### src/rtl/canvas_pkg.sv
// canvas_pkg: shared canvas geometry defaults, stroke record and scheduler states
package canvas_pkg;
  localparam int CANVAS_H_PIXELS = 320;
  localparam int CANVAS_V_PIXELS = 180;
  localparam int CANVAS_ADDR_W = 16;
  typedef struct packed {
    logic [9:0] x;
    logic [8:0] y;
    logic [3:0] color;
    logic [2:0] sw;
  } stroke_t;
  typedef enum logic [1:0] {IDLE, PAINT, CLEAR} state_e;
endpackage

### src/rtl/canvas_write_scheduler_brush_scan.sv
// brush_scan: walks an SxS brush around a latched origin, flags off-canvas pixels
module brush_scan
  import canvas_pkg::*;
#(
  parameter int H_PIXELS = CANVAS_H_PIXELS,
  parameter int V_PIXELS = CANVAS_V_PIXELS
) (
  input  logic       clk_in,
  input  logic       rst_in,
  input  logic       start_i,
  input  logic       step_i,
  input  logic [9:0] x_i,
  input  logic [8:0] y_i,
  input  logic [2:0] sw_i,
  output logic       valid_o,
  output logic [9:0] px_o,
  output logic [8:0] py_o,
  output logic       last_o
);
  logic [10:0] ox_q, ox_d;
  logic [9:0] oy_q, oy_d;
  logic [2:0] sw_q, sw_d, dx_q, dx_d, dy_q, dy_d;
  logic [11:0] px;
  logic [10:0] py;
  logic row_end;
  always_comb begin
    row_end = dx_q == sw_q;
    px = {ox_q[10], ox_q} + {9'd0, dx_q};
    py = {oy_q[9], oy_q} + {8'd0, dy_q};
    valid_o = !px[11] && px[10:0] < 11'(H_PIXELS) && !py[10] && py[9:0] < 10'(V_PIXELS);
    px_o = px[9:0];
    py_o = py[8:0];
    last_o = row_end && dy_q == sw_q;
    ox_d = start_i ? {1'b0, x_i} - 11'(sw_i[2:1]) : ox_q;
    oy_d = start_i ? {1'b0, y_i} - 10'(sw_i[2:1]) : oy_q;
    sw_d = start_i ? sw_i : sw_q;
    dx_d = (start_i || (step_i && row_end)) ? 3'd0 : step_i ? dx_q + 3'd1 : dx_q;
    dy_d = start_i ? 3'd0 : (step_i && row_end) ? dy_q + 3'd1 : dy_q;
  end
  always_ff @(posedge clk_in or negedge rst_in)
    if (!rst_in) begin
      ox_q <= '0;
      oy_q <= '0;
      sw_q <= '0;
      dx_q <= '0;
      dy_q <= '0;
    end else begin
      ox_q <= ox_d;
      oy_q <= oy_d;
      sw_q <= sw_d;
      dx_q <= dx_d;
      dy_q <= dy_d;
    end
endmodule

### src/rtl/canvas_write_scheduler.sv
// canvas_write_scheduler: arbitrates strokes and clears into one frame-buffer write port
module canvas_write_scheduler
  import canvas_pkg::*;
#(
  parameter int H_PIXELS = CANVAS_H_PIXELS,
  parameter int V_PIXELS = CANVAS_V_PIXELS,
  parameter int ADDR_W = CANVAS_ADDR_W
) (
  input  logic                  clk_in,
  input  logic                  rst_in,
  input  logic [1:0]            req_valid_in,
  output logic [1:0]            req_ready_out,
  input  logic [1:0][9:0]       req_x_in,
  input  logic [1:0][8:0]       req_y_in,
  input  logic [1:0][3:0]       req_color_in,
  input  logic [1:0][2:0]       req_sw_in,
  input  logic                  clear_in,
  output logic                  wr_en_out,
  output logic [ADDR_W-1:0]     wr_addr_out,
  output logic [3:0]            wr_data_out,
  output logic                  busy_out,
  output logic                  grant_out
);
  localparam int PIX_N = H_PIXELS * V_PIXELS;
  state_e state_q, state_d;
  logic pend_q, pend_d, gnt_q, gnt_d, sel, accept, clr_last;
  logic wr_en_q, wr_en_d;
  logic [ADDR_W-1:0] ccnt_q, ccnt_d, wr_addr_q, wr_addr_d;
  logic [3:0] color_q, color_d, wr_data_q, wr_data_d;
  stroke_t req;
  logic scan_valid, scan_last;
  logic [9:0] px;
  logic [8:0] py;
  brush_scan #(.H_PIXELS(H_PIXELS), .V_PIXELS(V_PIXELS)) u_scan (
    .clk_in(clk_in), .rst_in(rst_in), .start_i(accept), .step_i(state_q == PAINT),
    .x_i(req.x), .y_i(req.y), .sw_i(req.sw),
    .valid_o(scan_valid), .px_o(px), .py_o(py), .last_o(scan_last)
  );
  // round-robin: on a tie the requester not granted last time wins
  always_comb begin
    sel = (&req_valid_in) ? ~gnt_q : req_valid_in[1];
    req = '{x: req_x_in[sel], y: req_y_in[sel], color: req_color_in[sel], sw: req_sw_in[sel]};
    req_ready_out = (state_q == IDLE && !pend_q) ? req_valid_in & (sel ? 2'b10 : 2'b01) : 2'b00;
    accept = |req_ready_out;
    clr_last = ccnt_q == ADDR_W'(PIX_N - 1);
    state_d = state_q == IDLE ? (pend_q ? CLEAR : accept ? PAINT : IDLE) :
              state_q == PAINT ? (scan_last ? IDLE : PAINT) :
              clr_last ? IDLE : CLEAR;
    pend_d = state_q == CLEAR ? pend_q && !clr_last : pend_q || clear_in;
    gnt_d = accept ? sel : gnt_q;
    color_d = accept ? req.color : color_q;
    ccnt_d = state_q == CLEAR ? ccnt_q + 1'b1 : '0;
    wr_en_d = (state_q == PAINT && scan_valid) || state_q == CLEAR;
    wr_addr_d = state_q == PAINT ? ADDR_W'(py) * ADDR_W'(H_PIXELS) + ADDR_W'(px) :
                state_q == CLEAR ? ccnt_q : wr_addr_q;
    wr_data_d = state_q == PAINT ? color_q : state_q == CLEAR ? 4'd0 : wr_data_q;
  end
  always_ff @(posedge clk_in or negedge rst_in)
    if (!rst_in) begin
      state_q <= IDLE;
      pend_q <= 1'b0;
      gnt_q <= 1'b1;
      color_q <= '0;
      ccnt_q <= '0;
      wr_en_q <= 1'b0;
      wr_addr_q <= '0;
      wr_data_q <= '0;
    end else begin
      state_q <= state_d;
      pend_q <= pend_d;
      gnt_q <= gnt_d;
      color_q <= color_d;
      ccnt_q <= ccnt_d;
      wr_en_q <= wr_en_d;
      wr_addr_q <= wr_addr_d;
      wr_data_q <= wr_data_d;
    end
  assign wr_en_out = wr_en_q;
  assign wr_addr_out = wr_addr_q;
  assign wr_data_out = wr_data_q;
  assign busy_out = state_q != IDLE || pend_q;
  assign grant_out = gnt_q;
endmodule

### config.mk
export PLATFORM = sky130hd
export DESIGN_NAME = canvas_write_scheduler
export DESIGN_NICKNAME = d
export VERILOG_FILES = /design/src/rtl/canvas_pkg.sv /design/src/rtl/canvas_write_scheduler_brush_scan.sv /design/src/rtl/canvas_write_scheduler.sv
export SDC_FILE = /design/constraint.sdc
export NUM_CORES = 1
export LEC_CHECK = 0
export BUFFER_PORTS_ARGS = -buffer_cell sky130_fd_sc_hd__buf_2
export CAP_MARGIN = 20
export CELL_PAD_IN_SITES_DETAIL_PLACEMENT = 1
export CELL_PAD_IN_SITES_GLOBAL_PLACEMENT = 2
export CORE_UTILIZATION = 32
export DETAILED_ROUTE_END_ITERATION = 12
export PLACE_DENSITY = 0.76
export SETUP_SLACK_MARGIN = 0.02
export SLEW_MARGIN = 0
export SYNTH_ARGS = -nofsm -noshare
export SYNTH_HDL_FRONTEND = slang
export SYNTH_HIERARCHICAL = 1
export SYNTH_SLANG_ARGS = --single-unit
export TNS_END_PERCENT = 1
### constraint.sdc
create_clock -name clk_in -period 3.34 [get_ports clk_in]
set_input_delay 0.334 -clock clk_in [delete_from_list [all_inputs] [get_ports clk_in]]
set_output_delay 0.334 -clock clk_in [all_outputs]
set_load 0.01 [all_outputs]
==> reports/results.txt, run 1 <==
max-capacitance violation count - 0
Critical Path Sink Type - register
first drt pass iteration count - 4
Die Ht - 130 um
Setup TNS Final - -0.0163 ns
Num CTS Buffers - 9
DR vias/cell - 4.92
top-count cell post-synth - dfrtp_1
grt ovf - 0
H-tree levels - 3
Main synth FF type - dfrtp_1
Area Growth Syn to Fin - 26.9%
Slowest-stage cell, CP - fa_2
PwrDens - 873 mW/mm2
root buf cell - clkbuf_16
Initial Utilization - 33.0%
Overall Global Routing Usage - 17.6%
Tmin final - 3.36 ns
# port buffers - 81
Netlist Area Pre-Place - 0.00525 mm2
critical path type - reg2reg
sequential area share after synthesis - 35.7%
synth cell count leaders - 74 x dfrtp_1, 63 x nor2_1, 43 x a21oi_1
P_int - 0.00345 W
Crit Path Max Fanout - 3
DRC viols - 0
Routed WL - 14100 um
pin count of the biggest net entering global routing - 76
Tcrit/Tclk final - 100%
RSZ-0062 raised after global routing - yes
min-delay worst type - in2async
Synth Instances - 560
CTS tree - done
power after layout - 0.00582 W
clock tree buffer depth - 2
Placer Congestion - 0.816
endpoints failing setup - 1
Mean Syn Cell Area - 9.38 um2
clk_lat worst skew - 0.35 ns
post-synth cell types - 59
CTS clk-pin slew, worst paths - 0.06 ns
failing checks - setup timing
initial antenna violation count - 0
Leak - 3.00 nW
# diodes - 0
dominant cell type by count on the critical path - ha_1
worst slew pin tran - 0.992 ns
post-DP HPWL - 10900 um
combinational power share - 62.1%
Net Switching - 0.00237 W
Die X - 130 um
core area - 0.0159 mm2
number of synthesized register bits - 75
Post-synth EDFFs - 0
Syn Nets - 656
CP required - 3.58 ns
area leader, netlist - dfrtp_1
CP arrival - 3.59 ns
fmax - 298 MHz
main area contributors after synthesis - dfrtp_1 35%, ha_1 7.9%, mux2_2 5.6%
I/O pin cnt - 82
max-slew violation count - 0
Max stage delay on crit path - 0.45 ns
Switching Share - 40.7%
share of cells above drive strength 1 - 30.1%
antenna-violating nets left - 0
Iteration-0 DRC Markers - 194
DR WL/cell - 15.7 um
clk sink count - 75
Max Clock Skew - 0.00775 ns
Yosys Warn Count - 6
crit start category - register
# nets final - 772
first-pass GRT wire length - 23000 um
Clock power frac - 16.6%
VDD IR max - 0.489 mV
die area - 0.0169 mm2
sequential share of power - 21.3%
outcome - complete, but fails checks
Rel. slew slack - 33.9%
ys async rst share - 100%
routed vias - 4410
worst path cell trace - ha_4 > a21o_1 > a21oi_4 > xnor2_2 > ha_1 > ha_1 > inv_1 > fa_2 > xnor2_4 > nand2b_4 > nor4_4 > xnor2_1 > a21oi_1 > mux2_2
cts hold-fix bufs - 0
# rows - 46
Synth top area share - 35.2%
vias in the first global route - 4648
Fin. Hold Viols - 0
Fin Hold WS - 0.113 ns
worst setup margin - -0.0163 ns
cells by family after synthesis:
kind of cell | count (synthesis) | share of synthesized area, %
AO/OA/AOI/OAI | 105 | 12.8
XOR/XNOR | 58 | 9.67
adder cells (fa/ha/maj) | 39 | 10.1
buffers and inverters | 56 | 4.31
flip-flops | 75 | 35.7
multiplexers | 48 | 9.86
AND/OR/NAND/NOR | 179 | 17.5
metal layers:
layer	part of all wire (%)	vias up	wire, um	track usage (%)
met1	46	2124	6470	21.8
met5	0	-	0	0
met2	49	94	6850	30.5
li1	-	2176	-	-
met4	2.2	0	306	7.66
met3	3.3	16	471	2.34
flip-flops by register name, indices dropped and copies added, names as in the netlist, 2 cells and up:
register	cells
ccnt_q	16
wr_addr_out	16
u_scan/ox_q	11
u_scan/oy_q	10
color_q	4
wr_data_out	4
u_scan/dx_q	3
u_scan/dy_q	3
u_scan/sw_q	3
state_q	2
critical path, delay by kind of cell, from the launching register on:
family                     cells  cell delay (ns)
adders and majority gates      4             1.15
DFF                            1             0.43
muxes                          1             0.28
buffers and inverters          1             0.07
AOI/OAI and AO/OA              3             0.50
and+or+nand+nor                2             0.36
xor gates and xnor gates       3             0.46
path summary, 6_finish.rpt:
path,from,endpoint,slack (ns),depth (start not counted)
worst max register to register,u_scan/oy_q[1],wr_addr_out[13],-0.02,14
worst min-delay path,rst_in,state_q[1],0.11,1
max in group asynchronous,rst_in,u_scan/dy_q[1],2.47,1
worst min register to register,ccnt_q[0],ccnt_q[0],0.49,1
worst max-delay path,u_scan/oy_q[1],wr_addr_out[13],-0.02,14
min in group clk_in,req_valid_in[0],grant_out,0.21,2
final cells by class:
| class | count | area (um2) |
|---|---|---|
| clock inverter | 5 | 53.8 |
| clock buffer | 11 | 233 |
| sequential | 75 | 1880 |
| timing repair buffer | 126 | 746 |
| fill | 1887 | 9280 |
| tap | 216 | 270 |
| multi-input combinational | 429 | 3350 |
| inverter | 35 | 131 |
cells in the final DEF, fill, tap and decap left out, types with 4 or more instances in the layout:
cell       count
dfrtp_1       72
and3_1         5
nor2_1        62
mux2_2        26
nand4_1        4
nand2b_1       7
buf_4         46
xnor2_2        4
mux2_1         4
a21oi_1       40
buf_2         80
clkbuf_16      9
o21ai_1        7
o211ai_1       4
and2_1        12
nand3_1       19
xor2_1        26
xnor2_1       26
mux2i_1       18
nor4_1         7
nor3_1         9
nand2_1       23
a211oi_1       5
a31oi_1        6
nor2b_1        8
o21ai_0       10
a21o_1         5
ha_4           5
ha_1          26
inv_1         35
through the flow:
| step | area [um2] | worst slack [ns] | utilization [%] | std cells |
|---|---|---|---|---|
| final | 6670 | -0.0163 | 41.8 | 897 |
| after CTS | 6510 | -0.0170 | 40.8 | 895 |
| after detailed placement | 6220 | -0.0192 | 39.0 | 879 |
| after floorplan | 5290 | 0.0399 | - | 560 |
| after global routing | 6670 | -0.120 | 41.8 | 897 |
| after global placement | 6220 | 0.0503 | 39.0 | 879 |
power by group through the flow:
stage | registers [W] | clock network [W] | logic (W)
2_1_floorplan | 0.00125 | 0 | 0.00215
5_1_grt | 0.00127 | 0.00103 | 0.00399
3_3_place_gp | 0.00124 | 0 | 0.00318
3_5_place_dp | 0.00125 | 0 | 0.00331
4_1_cts | 0.00123 | 0.000992 | 0.00335
6_report | 0.00124 | 0.000968 | 0.00362
what timing repair did:
action | in CTS | in global routing
pin swaps | 2 | 4
gates resized for setup | 1 | 23
setup buffers | 0 | 2
endpoints found under the setup margin | 3 | 6
No activity file was read; power rests on OpenSTA's default activity.
==> run 2, diff against run 1 <==
Settings changed: ABC_AREA from default to 1, CORE_UTILIZATION 32 to 29.
==> run 2 against run 1 <==
Net effect: synthesized cell count is 36% higher; total power is 29% lower; routed wire length is 6.7% higher; sequential power is 3% lower; register-to-register slack better by 0.19 ns; setup slack better by 0.19 ns; largest cell class unchanged; clock skew is 0.0023 ns higher; hold slack better by 0.13 ns; global-route usage is 1.1 points lower; critical path type unchanged; combinational power is 46% lower; cell count is 21% higher; the run ends with DRC left; via count is 15% higher.
==> reports/results.txt, run 2 <==
routed vias - 5089
pin count of the biggest net entering global routing - 76
Initial Utilization - 29.9%
Critical Path Sink Type - register
# diodes - 0
met2 wire length - 7130 um
endpoints failing setup - 0
H-tree levels - 3
sequential area share after synthesis - 34.6%
Synth Instances - 761
Netlist Area Pre-Place - 0.00543 mm2
dominant cell type by count on the critical path - nand2_1
initial antenna violation count - 0
clock tree buffer depth - 2
Main synth FF type - dfrtp_1
number of synthesized register bits - 75
PwrDens - 618 mW/mm2
Setup TNS Final - 0 ns
Overall Global Routing Usage - 16.5%
VDD IR max - 0.249 mV
synth cell count leaders - 229 x nand2_1, 94 x inv_1, 74 x dfrtp_1
top sig layer - met4
pre-CTS WS - 0.0173 ns
worst r2r src - u_scan/dy_q[0]
DR vias/cell - 4.68
Placer Congestion - 0.784
leading cell type in the layout, fill and taps excluded - nand2_1
Layout Cells excl Fill - 1088
failing checks - DRC
worst setup margin - 0.176 ns
CP startpoint - u_scan/dy_q[0]
Routed WL - 15000 um
RSZ-0062 raised after global routing - yes
main area contributors after synthesis - dfrtp_1 34%, nand2_1 16%, ha_1 7.6%
Fin Hold WS - 0.241 ns
Synth top area share - 34.1%
Crit Path Max Fanout - 4
ys async rst share - 100%
WL met3 - 338 um
outcome - complete, but fails checks
wl on met1 - 7400 um
DR WL/cell - 13.8 um
Tmin final - 3.16 ns
commonest cells after routing, fill and taps aside - 227 x nand2_1, 90 x inv_1, 80 x buf_2, 71 x dfrtp_1, 69 x nor2_1
max-capacitance violation count - 0
Syn Nets - 857
core area - 0.0181 mm2
I/O pin cnt - 82
Iteration-0 DRC Markers - 118
first-pass GRT wire length - 25600 um
worst path cell trace - ha_4 > fa_2 > xor2_4 > ha_2 > ha_4 > inv_1 > fa_2 > inv_2 > nand2_1 > nand3_2 > buf_4 > nand3_2 > nor2_2 > nand3_1 > nand3_1 > nand2_1 > nand2_1
grt ovf - 0
max-slew violation count - 0
Leak - 3.42 nW
post-DP HPWL - 11600 um
Post-synth EDFFs - 0
clk_lat worst skew - 0.35 ns
min-delay worst type - in2reg
Max Clock Skew - 0.0101 ns
critical path type - reg2reg
Die Ht - 139 um
root buf cell - clkbuf_16
Placed Cells - 1061
share of cells above drive strength 1 - 21.1%
HP Start - req_color_in[3]
DRC viols - 3
Max stage delay on crit path - 0.59 ns
CTS clk-pin slew, worst paths - 0.06 ns
Slowest-stage cell, CP - fa_2
worst slew pin tran - 0.614 ns
vias in the first global route - 5210
CTS tree - done
# nets final - 950
die area - 0.0193 mm2
clk sink count - 75
delay-heaviest family, CP - adder cells
top-count cell post-synth - nand2_1
# rows - 49
crit start category - register
Rel. slew slack - 59.1%
CP arrival - 3.40 ns
Yosys Warn Count - 6
antenna-violating nets left - 0
first drt pass iteration count - 8
fmax - 316 MHz
Fin. Hold Viols - 0
CP Buf/Inv Count - 3
fillers - 2287
Area Growth Syn to Fin - 22.9%
post-synth cell types - 43
Mean Syn Cell Area - 7.13 um2
Num CTS Buffers - 9
Die X - 139 um
CP required - 3.58 ns
# port buffers - 81
area leader, netlist - dfrtp_1
Tcrit/Tclk final - 94.7%
==> run 2: timing repair <==
| item | in CTS | in global routing |
|---|---|---|
| hold endpoints to repair | 0 | 10 |
| pin swaps | 0 | 14 |
| hold buffers | 0 | 1 |
| endpoints found under the setup margin | 1 | 5 |
| buffers inserted | 0 | 9 |
| gates resized for setup | 2 | 38 |
==> run 2: area by class of cell <==
| type | instances | area, um2 | area share, % |
|---|---|---|---|
| Sequential cell | 75 | 1880 | 28.2 |
| Clock buffer | 11 | 253 | 3.79 |
| Clock inverter | 5 | 36.3 | 0.544 |
| Inverter | 101 | 379 | 5.69 |
| Tap cell | 229 | 287 | 4.30 |
| Multi-Input combinational cell | 568 | 3270 | 49.0 |
| Timing Repair Buffer | 99 | 566 | 8.48 |
==> run 2: worst paths after layout <==
| path | to | slack [ns] | depth (start not counted) |
|---|---|---|---|
| max | wr_addr_out[15] | 0.18 | 17 |
| min | color_q[3] | 0.24 | 3 |
| max reg2reg | wr_addr_out[15] | 0.18 | 17 |
| min reg2reg | wr_addr_out[12] | 0.47 | 2 |
| max in group asynchronous | grant_out | 2.22 | 3 |
| min in group asynchronous | u_scan/oy_q[9] | 0.49 | 2 |
==> run 2: power breakdown <==
part / leakage (nW) / total (W) / switching, W / internal (W)
Combinational: 2.34 / 0.00197 / 0.00114 / 0.000831
Sequential: 0.954 / 0.00120 / 0.000142 / 0.00106
Clock: 0.134 / 0.000948 / 0.000403 / 0.000545
Total: 3.42 / 0.00412 / 0.00169 / 0.00243
==> run 2: cells by family after synthesis <==
group,share of synthesized area (%)
buffers and inverters,8.93
DFF,34.6
adders and majority gates,9.82
AOI/OAI and AO/OA,9.82
xor gates and xnor gates,4.47
and+or+nand+nor,32.3
==> run 2: worst min-delay path: stages <==
cell and delay (ns):
buf_2 0.09, nand2_1 0.05, a31oi_1 0.07
==> run 2: through the flow <==
stage	cell area (um2)	power, W	util, %
floorplan	5430	0.00241	-
global placement	6070	0.00286	33.4
detailed placement	6070	0.00289	33.4
CTS	6380	0.00387	35.1
global route	6670	0.00449	36.7
finish	6670	0.00412	36.7
==> run 2: routing by layer <==
layer  vias to the layer above  GRT usage, %
met4                         0          5.61
met3                        10          2.28
met2                        63          26.9
li1                       2625             -
met5                         -             0
met1                      2391          22.4
==> run 3, diff against run 2 <==
Settings changed: MAX_ROUTING_LAYER from default to met4.
==> run 3 against run 2 <==
Net effect: the flow still finishes with violations (DRC); sequential power hardly changed; total power hardly changed; clock skew decreased by 0.0013 ns; global-route usage up 0.51 points; count of clock-buffer cells in the layout stayed put; cell count stayed put; critical endpoint unchanged; highest routed layer unchanged.
==> reports/results.txt, run 3 (synthesized netlist as in run 2, its figures left out) <==
outcome - complete, but fails checks
CTS clk-pin slew, worst paths - 0.06 ns
core area - 0.0181 mm2
Iteration-0 DRC Markers - 113
Fin Hold WS - 0.239 ns
Crit Path Max Fanout - 4
Critical Path Sink Type - register
min-delay worst type - in2reg
VDD IR max - 0.253 mV
max-slew violation count - 0
Tcrit/Tclk final - 94.7%
Layout Cells excl Fill - 1088
first-pass GRT wire length - 25600 um
clk_lat worst skew - 0.35 ns
failing checks - DRC
# rows - 49
grt ovf - 0
post-DP HPWL - 11600 um
Initial Utilization - 29.9%
DRC viols - 3
Routed WL - 15000 um
Leak - 3.42 nW
# port buffers - 81
PwrDens - 619 mW/mm2
leading cell type in the layout, fill and taps excluded - nand2_1
die area - 0.0193 mm2
Area Growth Syn to Fin - 22.9%
first drt pass iteration count - 8
clk sink count - 75
endpoints failing setup - 0
clock tree buffer depth - 2
pin count of the biggest net entering global routing - 76
# diodes - 0
CTS tree - done
fillers - 2287
Placer Congestion - 0.795
# nets final - 950
vias in the first global route - 5211
CP arrival - 3.40 ns
root buf cell - clkbuf_16
I/O pin cnt - 82
Fin. Hold Viols - 0
initial antenna violation count - 0
Max Clock Skew - 0.00875 ns
share of cells above drive strength 1 - 21.1%
Reg area - 0.00188 mm2
commonest cells after routing, fill and taps aside - 227 x nand2_1, 90 x inv_1, 80 x buf_2, 71 x dfrtp_1, 69 x nor2_1
DR WL/cell - 13.8 um
H-tree levels - 3
CP required - 3.58 ns
Placed Cells - 1061
max-capacitance violation count - 0
wl on met1 - 7380 um
fmax - 316 MHz
RSZ-0062 raised after global routing - yes
cell count of the worst reg-to-reg path - 17
crit start category - register
Overall Global Routing Usage - 17.0%
worst slew pin tran - 0.619 ns
top sig layer - met4
Rel. slew slack - 58.7%
met2 wire length - 7130 um
Tmin final - 3.16 ns
Die X - 139 um
Num CTS Buffers - 9
WL met3 - 324 um
Multi-input gate area - 0.00327 mm2
DR vias/cell - 4.69
hold path cells - 3
Die Ht - 139 um
pre-CTS WS - 0.0173 ns
critical path type - reg2reg
routed vias - 5101
antenna-violating nets left - 0
worst setup margin - 0.177 ns
==> run 3: per-layer routing <==
metal	vias up	GRT usage [%]
met5	-	-
met4	0	5.61
met3	13	2.18
met2	64	26.9
met1	2397	22.5
li1	2627	-
==> run 3: final cells by class <==
cell class / count / share of cell area [%]
Clock buffer: 11 / 3.79
Clock inverter: 5 / 0.544
Timing Repair Buffer: 99 / 8.48
Multi-Input combinational cell: 568 / 49.0
Tap cell: 229 / 4.30
Sequential cell: 75 / 28.2
Inverter: 101 / 5.69
==> run 3: timing repair <==
action | CTS | global route
setup buffers | 0 | 9
pin swaps | 0 | 14
endpoints found under the setup margin | 1 | 5
hold endpoints to repair | 0 | 10
gates resized for setup | 2 | 38
hold buffers | 0 | 1
==> run 3: path summary, 6_finish.rpt <==
path                                  from              end  slack, ns
max                         u_scan/dy_q[0]  wr_addr_out[15]       0.18
min                        req_color_in[3]       color_q[3]       0.24
max reg2reg                 u_scan/dy_q[0]  wr_addr_out[15]       0.18
min reg2reg                wr_addr_out[12]  wr_addr_out[12]       0.47
max in group asynchronous           rst_in        grant_out       2.22
min in group asynchronous           rst_in   u_scan/oy_q[9]       0.49
==> run 3: where the power goes <==
group	switching [W]	internal (W)	leakage [nW]
sequential	0.000142	0.00106	0.954
combinational	0.00114	0.000832	2.34
clock	0.000404	0.000545	0.134
total	0.00169	0.00243	3.42
==> run 3: worst max-delay path, stage by stage (launching register included) <==
cell     delay, ns
dfrtp_1       0.41
ha_4          0.18
fa_2          0.46
xor2_4        0.21
ha_2          0.22
ha_4          0.15
inv_1         0.06
fa_2          0.59
inv_2         0.06
nand2_1       0.08
nand3_2       0.11
buf_4         0.15
nand3_2       0.07
nor2_2        0.04
nand3_1       0.06
nand3_1       0.07
nand2_1       0.06
nand2_1       0.05
==> run 3: per-stage QoR <==
stage / TNS (ns) / utilization, % / power (W) / instance area, um2
after floorplan: 0 / - / 0.00241 / 5430
after global placement: 0 / 33.4 / 0.00286 / 6070
after detailed placement: 0 / 33.4 / 0.00289 / 6070
after CTS: 0 / 35.1 / 0.00387 / 6380
after global routing: -0.0308 / 36.7 / 0.00449 / 6670
final: 0 / 36.7 / 0.00413 / 6670
